$ cat config.mk
export PLATFORM = sky130hd
export DESIGN_NAME = csr_file
export DESIGN_NICKNAME = d
export VERILOG_FILES = /design/src/rtl/csr_pkg.sv /design/src/rtl/csr_rmw.sv /design/src/rtl/csr_file.sv
export SDC_FILE = /design/constraint.sdc
export NUM_CORES = 1
export LEC_CHECK = 0
export BUFFER_PORTS_ARGS = -buffer_cell sky130_fd_sc_hd__buf_4
export CAP_MARGIN = 10
export CORE_AREA = 5 5 252 254
export DETAILED_ROUTE_END_ITERATION = 6
export DIE_AREA = 0 0 257 259
export GPL_ROUTABILITY_DRIVEN = 0
export PLACE_DENSITY = 0.65
export SLEW_MARGIN = 20
export SYNTH_ARGS = -nofsm -noshare
export SYNTH_HDL_FRONTEND = slang
export SYNTH_SLANG_ARGS = --single-unit
$ cat constraint.sdc
create_clock -name clk -period 2.1 [get_ports clk]
set_clock_uncertainty 0.05 [all_clocks]
set_input_delay 0.21 -clock clk [delete_from_list [all_inputs] [get_ports clk]]
set_output_delay 0.21 -clock clk [all_outputs]
set_load 0.03 [all_outputs]
$ cat src/rtl/csr_pkg.sv
// Shared constants and types for the machine-mode CSR file.
package csr_pkg;

  // Implemented CSR addresses
  localparam logic [11:0] AddrMstatus  = 12'h300;
  localparam logic [11:0] AddrMtvec    = 12'h305;
  localparam logic [11:0] AddrMscratch = 12'h340;
  localparam logic [11:0] AddrMepc     = 12'h341;
  localparam logic [11:0] AddrMcause   = 12'h342;
  localparam logic [11:0] AddrMtval    = 12'h343;

  // CSR instruction operation encodings
  typedef enum logic [1:0] {
    OpNone = 2'b00,
    OpRw   = 2'b01,
    OpRs   = 2'b10,
    OpRc   = 2'b11
  } csr_op_e;

  // mstatus reset value: MPP = M-mode, SXL/UXL = 64-bit
  localparam logic [63:0] MstatusRst = 64'h0000_000A_0000_1800;

  // mstatus field positions
  localparam int unsigned MieBit  = 3;
  localparam int unsigned MpieBit = 7;
  localparam int unsigned MppLo   = 11;
  localparam int unsigned MppHi   = 12;

  // Exception code for environment call from M-mode
  localparam logic [63:0] McauseEcallM = 64'd11;

  typedef enum logic {
    StIdle     = 1'b0,
    StRedirect = 1'b1
  } state_e;

endpackage

$ cat src/rtl/csr_rmw.sv
// Read-modify-write arithmetic for CSR instructions.
module csr_rmw
  import csr_pkg::*;
(
  input  logic [63:0] old_val,
  input  logic [63:0] wdata,
  input  csr_op_e     op,
  output logic [63:0] new_val
);

  // Compute the post-write value for the selected operation
  always_comb begin
    new_val = old_val;
    unique case (op)
      OpRw:    new_val = wdata;
      OpRs:    new_val = old_val | wdata;
      OpRc:    new_val = old_val & ~wdata;
      default: new_val = old_val;
    endcase
  end

endmodule

$ cat src/rtl/csr_file.sv
// Machine-mode CSR file with ecall/mret trap handling and a one-cycle redirect pulse.
module csr_file
  import csr_pkg::*;
(
  input  logic        clk,
  input  logic        rst_n,
  input  logic        csr_valid,
  input  logic [1:0]  csr_op,
  input  logic [11:0] csr_addr,
  input  logic [63:0] csr_wdata,
  output logic [63:0] csr_rdata,
  output logic        illegal,
  input  logic        ecall,
  input  logic [63:0] pc,
  input  logic        mret,
  output logic        redirect_valid,
  output logic [63:0] redirect_pc,
  output logic        busy,
  output logic [63:0] csr_0,
  output logic [63:0] csr_1,
  output logic [63:0] csr_2,
  output logic [63:0] csr_3,
  output logic [63:0] csr_4,
  output logic [63:0] csr_5
);

  logic [63:0] mstatus_q, mstatus_d;
  logic [63:0] mtvec_q, mtvec_d;
  logic [63:0] mepc_q, mepc_d;
  logic [63:0] mcause_q, mcause_d;
  logic [63:0] mscratch_q, mscratch_d;
  logic [63:0] mtval_q, mtval_d;
  logic [63:0] redirect_pc_q, redirect_pc_d;
  state_e      state_q, state_d;

  logic        addr_hit;
  logic [63:0] rmw_val;
  logic        in_idle;
  logic        take_ecall;
  logic        take_mret;
  logic        take_csr;

  // Address decode and combinational read of the pre-write value
  always_comb begin
    addr_hit  = 1'b1;
    csr_rdata = '0;
    case (csr_addr)
      AddrMstatus:  csr_rdata = mstatus_q;
      AddrMtvec:    csr_rdata = mtvec_q;
      AddrMepc:     csr_rdata = mepc_q;
      AddrMcause:   csr_rdata = mcause_q;
      AddrMscratch: csr_rdata = mscratch_q;
      AddrMtval:    csr_rdata = mtval_q;
      default: begin
        addr_hit  = 1'b0;
        csr_rdata = '0;
      end
    endcase
  end

  assign illegal = csr_valid & ~addr_hit;

  csr_rmw u_rmw (
    .old_val (csr_rdata),
    .wdata   (csr_wdata),
    .op      (csr_op_e'(csr_op)),
    .new_val (rmw_val)
  );

  // Event arbitration: ecall beats mret beats a CSR write; nothing is accepted in REDIRECT
  always_comb begin
    in_idle    = (state_q == StIdle);
    take_ecall = in_idle & ecall;
    take_mret  = in_idle & mret & ~ecall;
    take_csr   = in_idle & csr_valid & (csr_op != OpNone) & addr_hit & ~ecall & ~mret;
  end

  // Next-state values for the CSRs and the latched redirect target
  always_comb begin
    mstatus_d     = mstatus_q;
    mtvec_d       = mtvec_q;
    mepc_d        = mepc_q;
    mcause_d      = mcause_q;
    mscratch_d    = mscratch_q;
    mtval_d       = mtval_q;
    redirect_pc_d = redirect_pc_q;

    if (take_csr) begin
      case (csr_addr)
        AddrMstatus:  mstatus_d  = rmw_val;
        AddrMtvec:    mtvec_d    = rmw_val & ~64'd3;
        AddrMepc:     mepc_d     = rmw_val & ~64'd1;
        AddrMcause:   mcause_d   = rmw_val;
        AddrMscratch: mscratch_d = rmw_val;
        AddrMtval:    mtval_d    = rmw_val;
        default: ;
      endcase
    end

    if (take_ecall) begin
      mepc_d                 = pc & ~64'd1;
      mcause_d               = McauseEcallM;
      mstatus_d[MpieBit]     = mstatus_q[MieBit];
      mstatus_d[MieBit]      = 1'b0;
      mstatus_d[MppHi:MppLo] = 2'b11;
      redirect_pc_d          = mtvec_q;
    end else if (take_mret) begin
      mstatus_d[MieBit]      = mstatus_q[MpieBit];
      mstatus_d[MpieBit]     = 1'b1;
      mstatus_d[MppHi:MppLo] = 2'b00;
      redirect_pc_d          = mepc_q;
    end
  end

  // CSR and redirect-target registers
  always_ff @(posedge clk or negedge rst_n) begin
    if (!rst_n) begin
      mstatus_q     <= MstatusRst;
      mtvec_q       <= '0;
      mepc_q        <= '0;
      mcause_q      <= '0;
      mscratch_q    <= '0;
      mtval_q       <= '0;
      redirect_pc_q <= '0;
    end else begin
      mstatus_q     <= mstatus_d;
      mtvec_q       <= mtvec_d;
      mepc_q        <= mepc_d;
      mcause_q      <= mcause_d;
      mscratch_q    <= mscratch_d;
      mtval_q       <= mtval_d;
      redirect_pc_q <= redirect_pc_d;
    end
  end

  // FSM state register
  always_ff @(posedge clk or negedge rst_n) begin
    if (!rst_n) begin
      state_q <= StIdle;
    end else begin
      state_q <= state_d;
    end
  end

  // FSM next state: REDIRECT lasts exactly one cycle
  always_comb begin
    state_d = state_q;
    unique case (state_q)
      StIdle:     if (take_ecall || take_mret) state_d = StRedirect;
      StRedirect: state_d = StIdle;
      default:    state_d = StIdle;
    endcase
  end

  // FSM outputs: the redirect pulse is the REDIRECT state itself
  always_comb begin
    busy           = (state_q == StRedirect);
    redirect_valid = (state_q == StRedirect);
    redirect_pc    = redirect_pc_q;
  end

  assign csr_0 = mstatus_q;
  assign csr_1 = mtvec_q;
  assign csr_2 = mepc_q;
  assign csr_3 = mcause_q;
  assign csr_4 = mscratch_q;
  assign csr_5 = mtval_q;

endmodule

==> results by group <==
Detailed routing
  • Number of detailed-routing iterations run before antenna repair: 7
  • Wire length after detailed routing: 111,000 µm
  • Post-route DRC violation count: 0
  • Via/cell ratio: 5.75
  • Number of vias after detailed routing: 24,200
  • Routed WL per cell: 26.4 µm
  • Antenna-violating nets left: 0
  • Iter 0 DRT Violations: roughly 2,200

Flow run
  • # Max-Cap Violations: 0

Clocking
  • Skew-Pair Late Insertion Delay: 0.58 ns
  • TritonCTS Sinks: 445
  • CTS tree: built
  • Total CTS buffers: 50
  • Clock transition at path regs: ~0.06 ns
  • Cell at the root of the clock tree: clkbuf_16
  • Deepest clock path buffer count: 3
  • Depth of the CTS H-tree: 2

Final layout
  • Count of filler cells inserted in the layout: 4,862
  • Final Non-Filler Cells: 4,205
  • Layout cells sized above 1: 45.9%
  • Area growth syn-to-layout: 64.7%
  • Final nets: between 3,000 and 4,000
  • Post-route design area: 0.0363 mm²
  • Final Core Density: 59.5%

STA
  • Actual transition at the worst max-transition pin: roughly 0.9 ns
  • Post-layout worst setup margin: -0.416 ns
  • Max-slew headroom at the worst pin: 40.0%
  • Final hold violation count: 0
  • Final clock period utilization by the worst path: 120%
  • RSZ-0062 raised after global routing: true
  • Time the final worst path needs with I/O delays and setup: between 2 and 3 ns
  • Highest clock rate: 0.397 GHz
  • Pins Over Slew Limit: 0
  • Number of setup violations in the final report: 64

Run status
  • Violated checks: negative setup slack
  • Status: complete, but fails checks

Global routing
  • GRT Resource Usage Total: 31.5%
  • Number of global-route vias before repair: 24,300
  • Antenna violations before repair: 4
  • Residual overflow from global routing: 0
  • Wire length of the first global-routing pass: 161,000 µm
  • Maximum number of pins on one net before global-route repair: 83

Yosys
  • Area share of the leading cell type in the synthesized netlist: approximately half
  • Library cell with the highest instance count after synthesis: nand2_1
  • Number of unique standard cell types used by synthesis: about 70
  • Warnings, synthesis: 0
  • Number of synthesized flops with an enable pin: 0
  • Post-Synthesis Cell Area: 0.0220 mm²
  • Post-synth top flop: dfrtp_1
  • Top cells by instance count after synthesis: nand2_1 (498), dfrtp_1 (441), o21ai_0 (303)
  • Top cell type by total area after synthesis: dfrtp_1
  • Post-Synthesis Cells: 2,257
  • Share of flip-flops with an asynchronous set or reset after synthesis: 100%
  • Synthesized flop and latch total: 445
  • Top post-synthesis cells by area: dfrtp_1 (50%), nand2_1 (8.5%), o21ai_0 (6.9%), mux4_2 (5.1%), xnor2_1 (2.3%)
  • Sequential element share of the synthesized area: 50.6%
  • Syn Area/Cell: 9.76 µm²

Power
  • Ratio of total power to cell area: 662 mW/mm²
  • Static leakage: 17.6 nW
  • Final Total Pwr: 0.0240 W
  • IR Drop Worst-Case VDD: approximately 0.65 mV

Place
  • HPWL after detailed placement: 75,200 µm
  • Placed Cells: 3,769
  • Count of input and output buffers: approximately 660
  • Placement-stage worst setup slack: -0.312 ns
  • Total placed instance area: 0.0306 mm²

Setup path
  • Worst path required time: ~1.8 ns
  • Worst reg2reg setup slack: -0.15 ns
  • Crit Reg-Reg Endpoint: csr_2[63]$_DFFE_PN0P_
  • Peak fanout along the critical path: 3
  • CP Launch Type: flip-flop
  • Startpoint of the lowest-slack register-to-register path: csr_3[63]$_DFFE_PN0P_
  • Path type of the worst setup path: reg2out
  • Worst Setup End Kind: primary output
  • Arrival time of data at the critical path endpoint: 2.26 ns
  • Depth of the worst register-to-register path: 8

Floorplanning
  • Horizontal extent of the die: 257 µm
  • Die span in y: 259 µm
  • Core Box Area: 0.0610 mm²
  • Cell Rows: 91
  • Die area: 0.0666 mm²
  • Initial Util: 36.1%
  • Count of pins on the block boundary: 662

Min path
  • Hold Path Depth: 5
  • HP Class: in2reg
  • Worst Hold Path EP: csr_2[21]$_DFFE_PN0P_
  • Startpoint of the worst hold path: csr_wdata[21]
## how the worst max path moves through the flow
stage	startpoint	end	slack [ns]	cells past startpoint
6_report	csr_3[63]$_DFFE_PN0P_	csr_rdata[63]	-0.42	5
4_1_cts	csr_2[63]$_DFFE_PN0P_	csr_rdata[63]	-0.43	5
3_5_place_dp	csr_addr[10]	csr_2[59]$_DFFE_PN0P_	-0.31	10
3_3_place_gp	csr_addr[10]	csr_rdata[59]	-0.27	9
2_1_floorplan	csr_addr[10]	csr_2[18]$_DFFE_PN0P_	-0.24	9
5_1_grt	csr_3[63]$_DFFE_PN0P_	csr_rdata[63]	-0.44	5
## placed cells by master (no fill, tap or decap), drive strengths merged, types with 6 or more instances in the layout
master / n
a21oi: 8
a22o: 6
a22oi: 38
a31oi: 42
a32oi: 48
a41oi: 7
and2: 48
buf: 1195
bufinv: 7
clkbuf: 69
clkinv: 11
dfrtp: 441
dlygate4sd3: 70
inv: 13
mux2: 16
mux2i: 19
mux4: 50
nand2: 498
nand3: 79
nand4: 10
nor2: 59
nor3: 29
o211ai: 57
o21a: 48
o21ai: 382
o2bb2ai: 45
xnor2: 57
## registers in the layout, indices dropped and copies added, names as in the netlist
| register | flops |
|---|---|
| csr_1 | 62 |
| redirect_pc | 63 |
| csr_2 | 63 |
| csr_5 | 64 |
| csr_0 | 64 |
| csr_4 | 64 |
| csr_3 | 64 |
| busy | 1 |
## stage by stage
stage / hold slack [ns] / TNS [ns]
3_3_place_gp: 0.111 / -52.05
2_1_floorplan: -0.136 / -13.41
3_5_place_dp: 0.113 / -73.76
5_1_grt: 0.0365 / -9.38
4_1_cts: 0.00309 / -7.15
6_report: 0.0378 / -5.37
## routing by layer
metal	GRT usage [%]	wire, µm	vias to the layer above
met5	0	0	-
met2	51.2	51800	1596
met1	40.1	42100	11900
met3	7.66	10700	385
met4	14.4	6420	0
li1	-	-	10300
## final cells by class
class                      instances  area, µm²  area share, %
antenna                            4       10.0         0.0276
clock buffer                      69       1470           4.04
clock inverter                    20        280          0.772
inverter                          13       48.8          0.134
multi-input combinational       1597      11300           31.1
sequential                       445      11100           30.7
tap                              790        988           2.72
timing repair buffer            1267      11100           30.5
## kinds of logic after synthesis
group / Yosys count / synth area share, %
simple gates: 755 / 15.2
buf+inv: 218 / 4.49
other cells: 1 / 0.0170
flops: 445 / 50.6
mux: 85 / 6.79
compound gates: 695 / 20.6
xor+xnor: 58 / 2.31
## power breakdown
part           switching, W  total (W)  leakage, nW  internal (W)
registers          0.000330    0.00935         5.92       0.00902
logic               0.00310    0.00525         10.8       0.00216
clock network       0.00370    0.00942        0.862       0.00571
## worst max-delay path, cell delays in order (launching register included)
cell	delay [ns]
dfrtp_2	0.42
mux4_2	0.50
nor4b_4	0.15
a221o_2	0.34
buf_6	0.13
buf_8	0.13
## repair_timing
| action | in CTS | in global routing |
|---|---|---|
| pin swaps | 91 | 100 |
| setup buffers | 221 | 75 |
| hold endpoints to repair | 436 | 0 |
| hold buffers | 70 | 0 |
| endpoints found under the setup margin | 65 | 91 |
| gates cloned | 3 | 0 |
| gates resized for setup | 142 | 87 |
No activity file was read; power rests on OpenSTA's default activity.
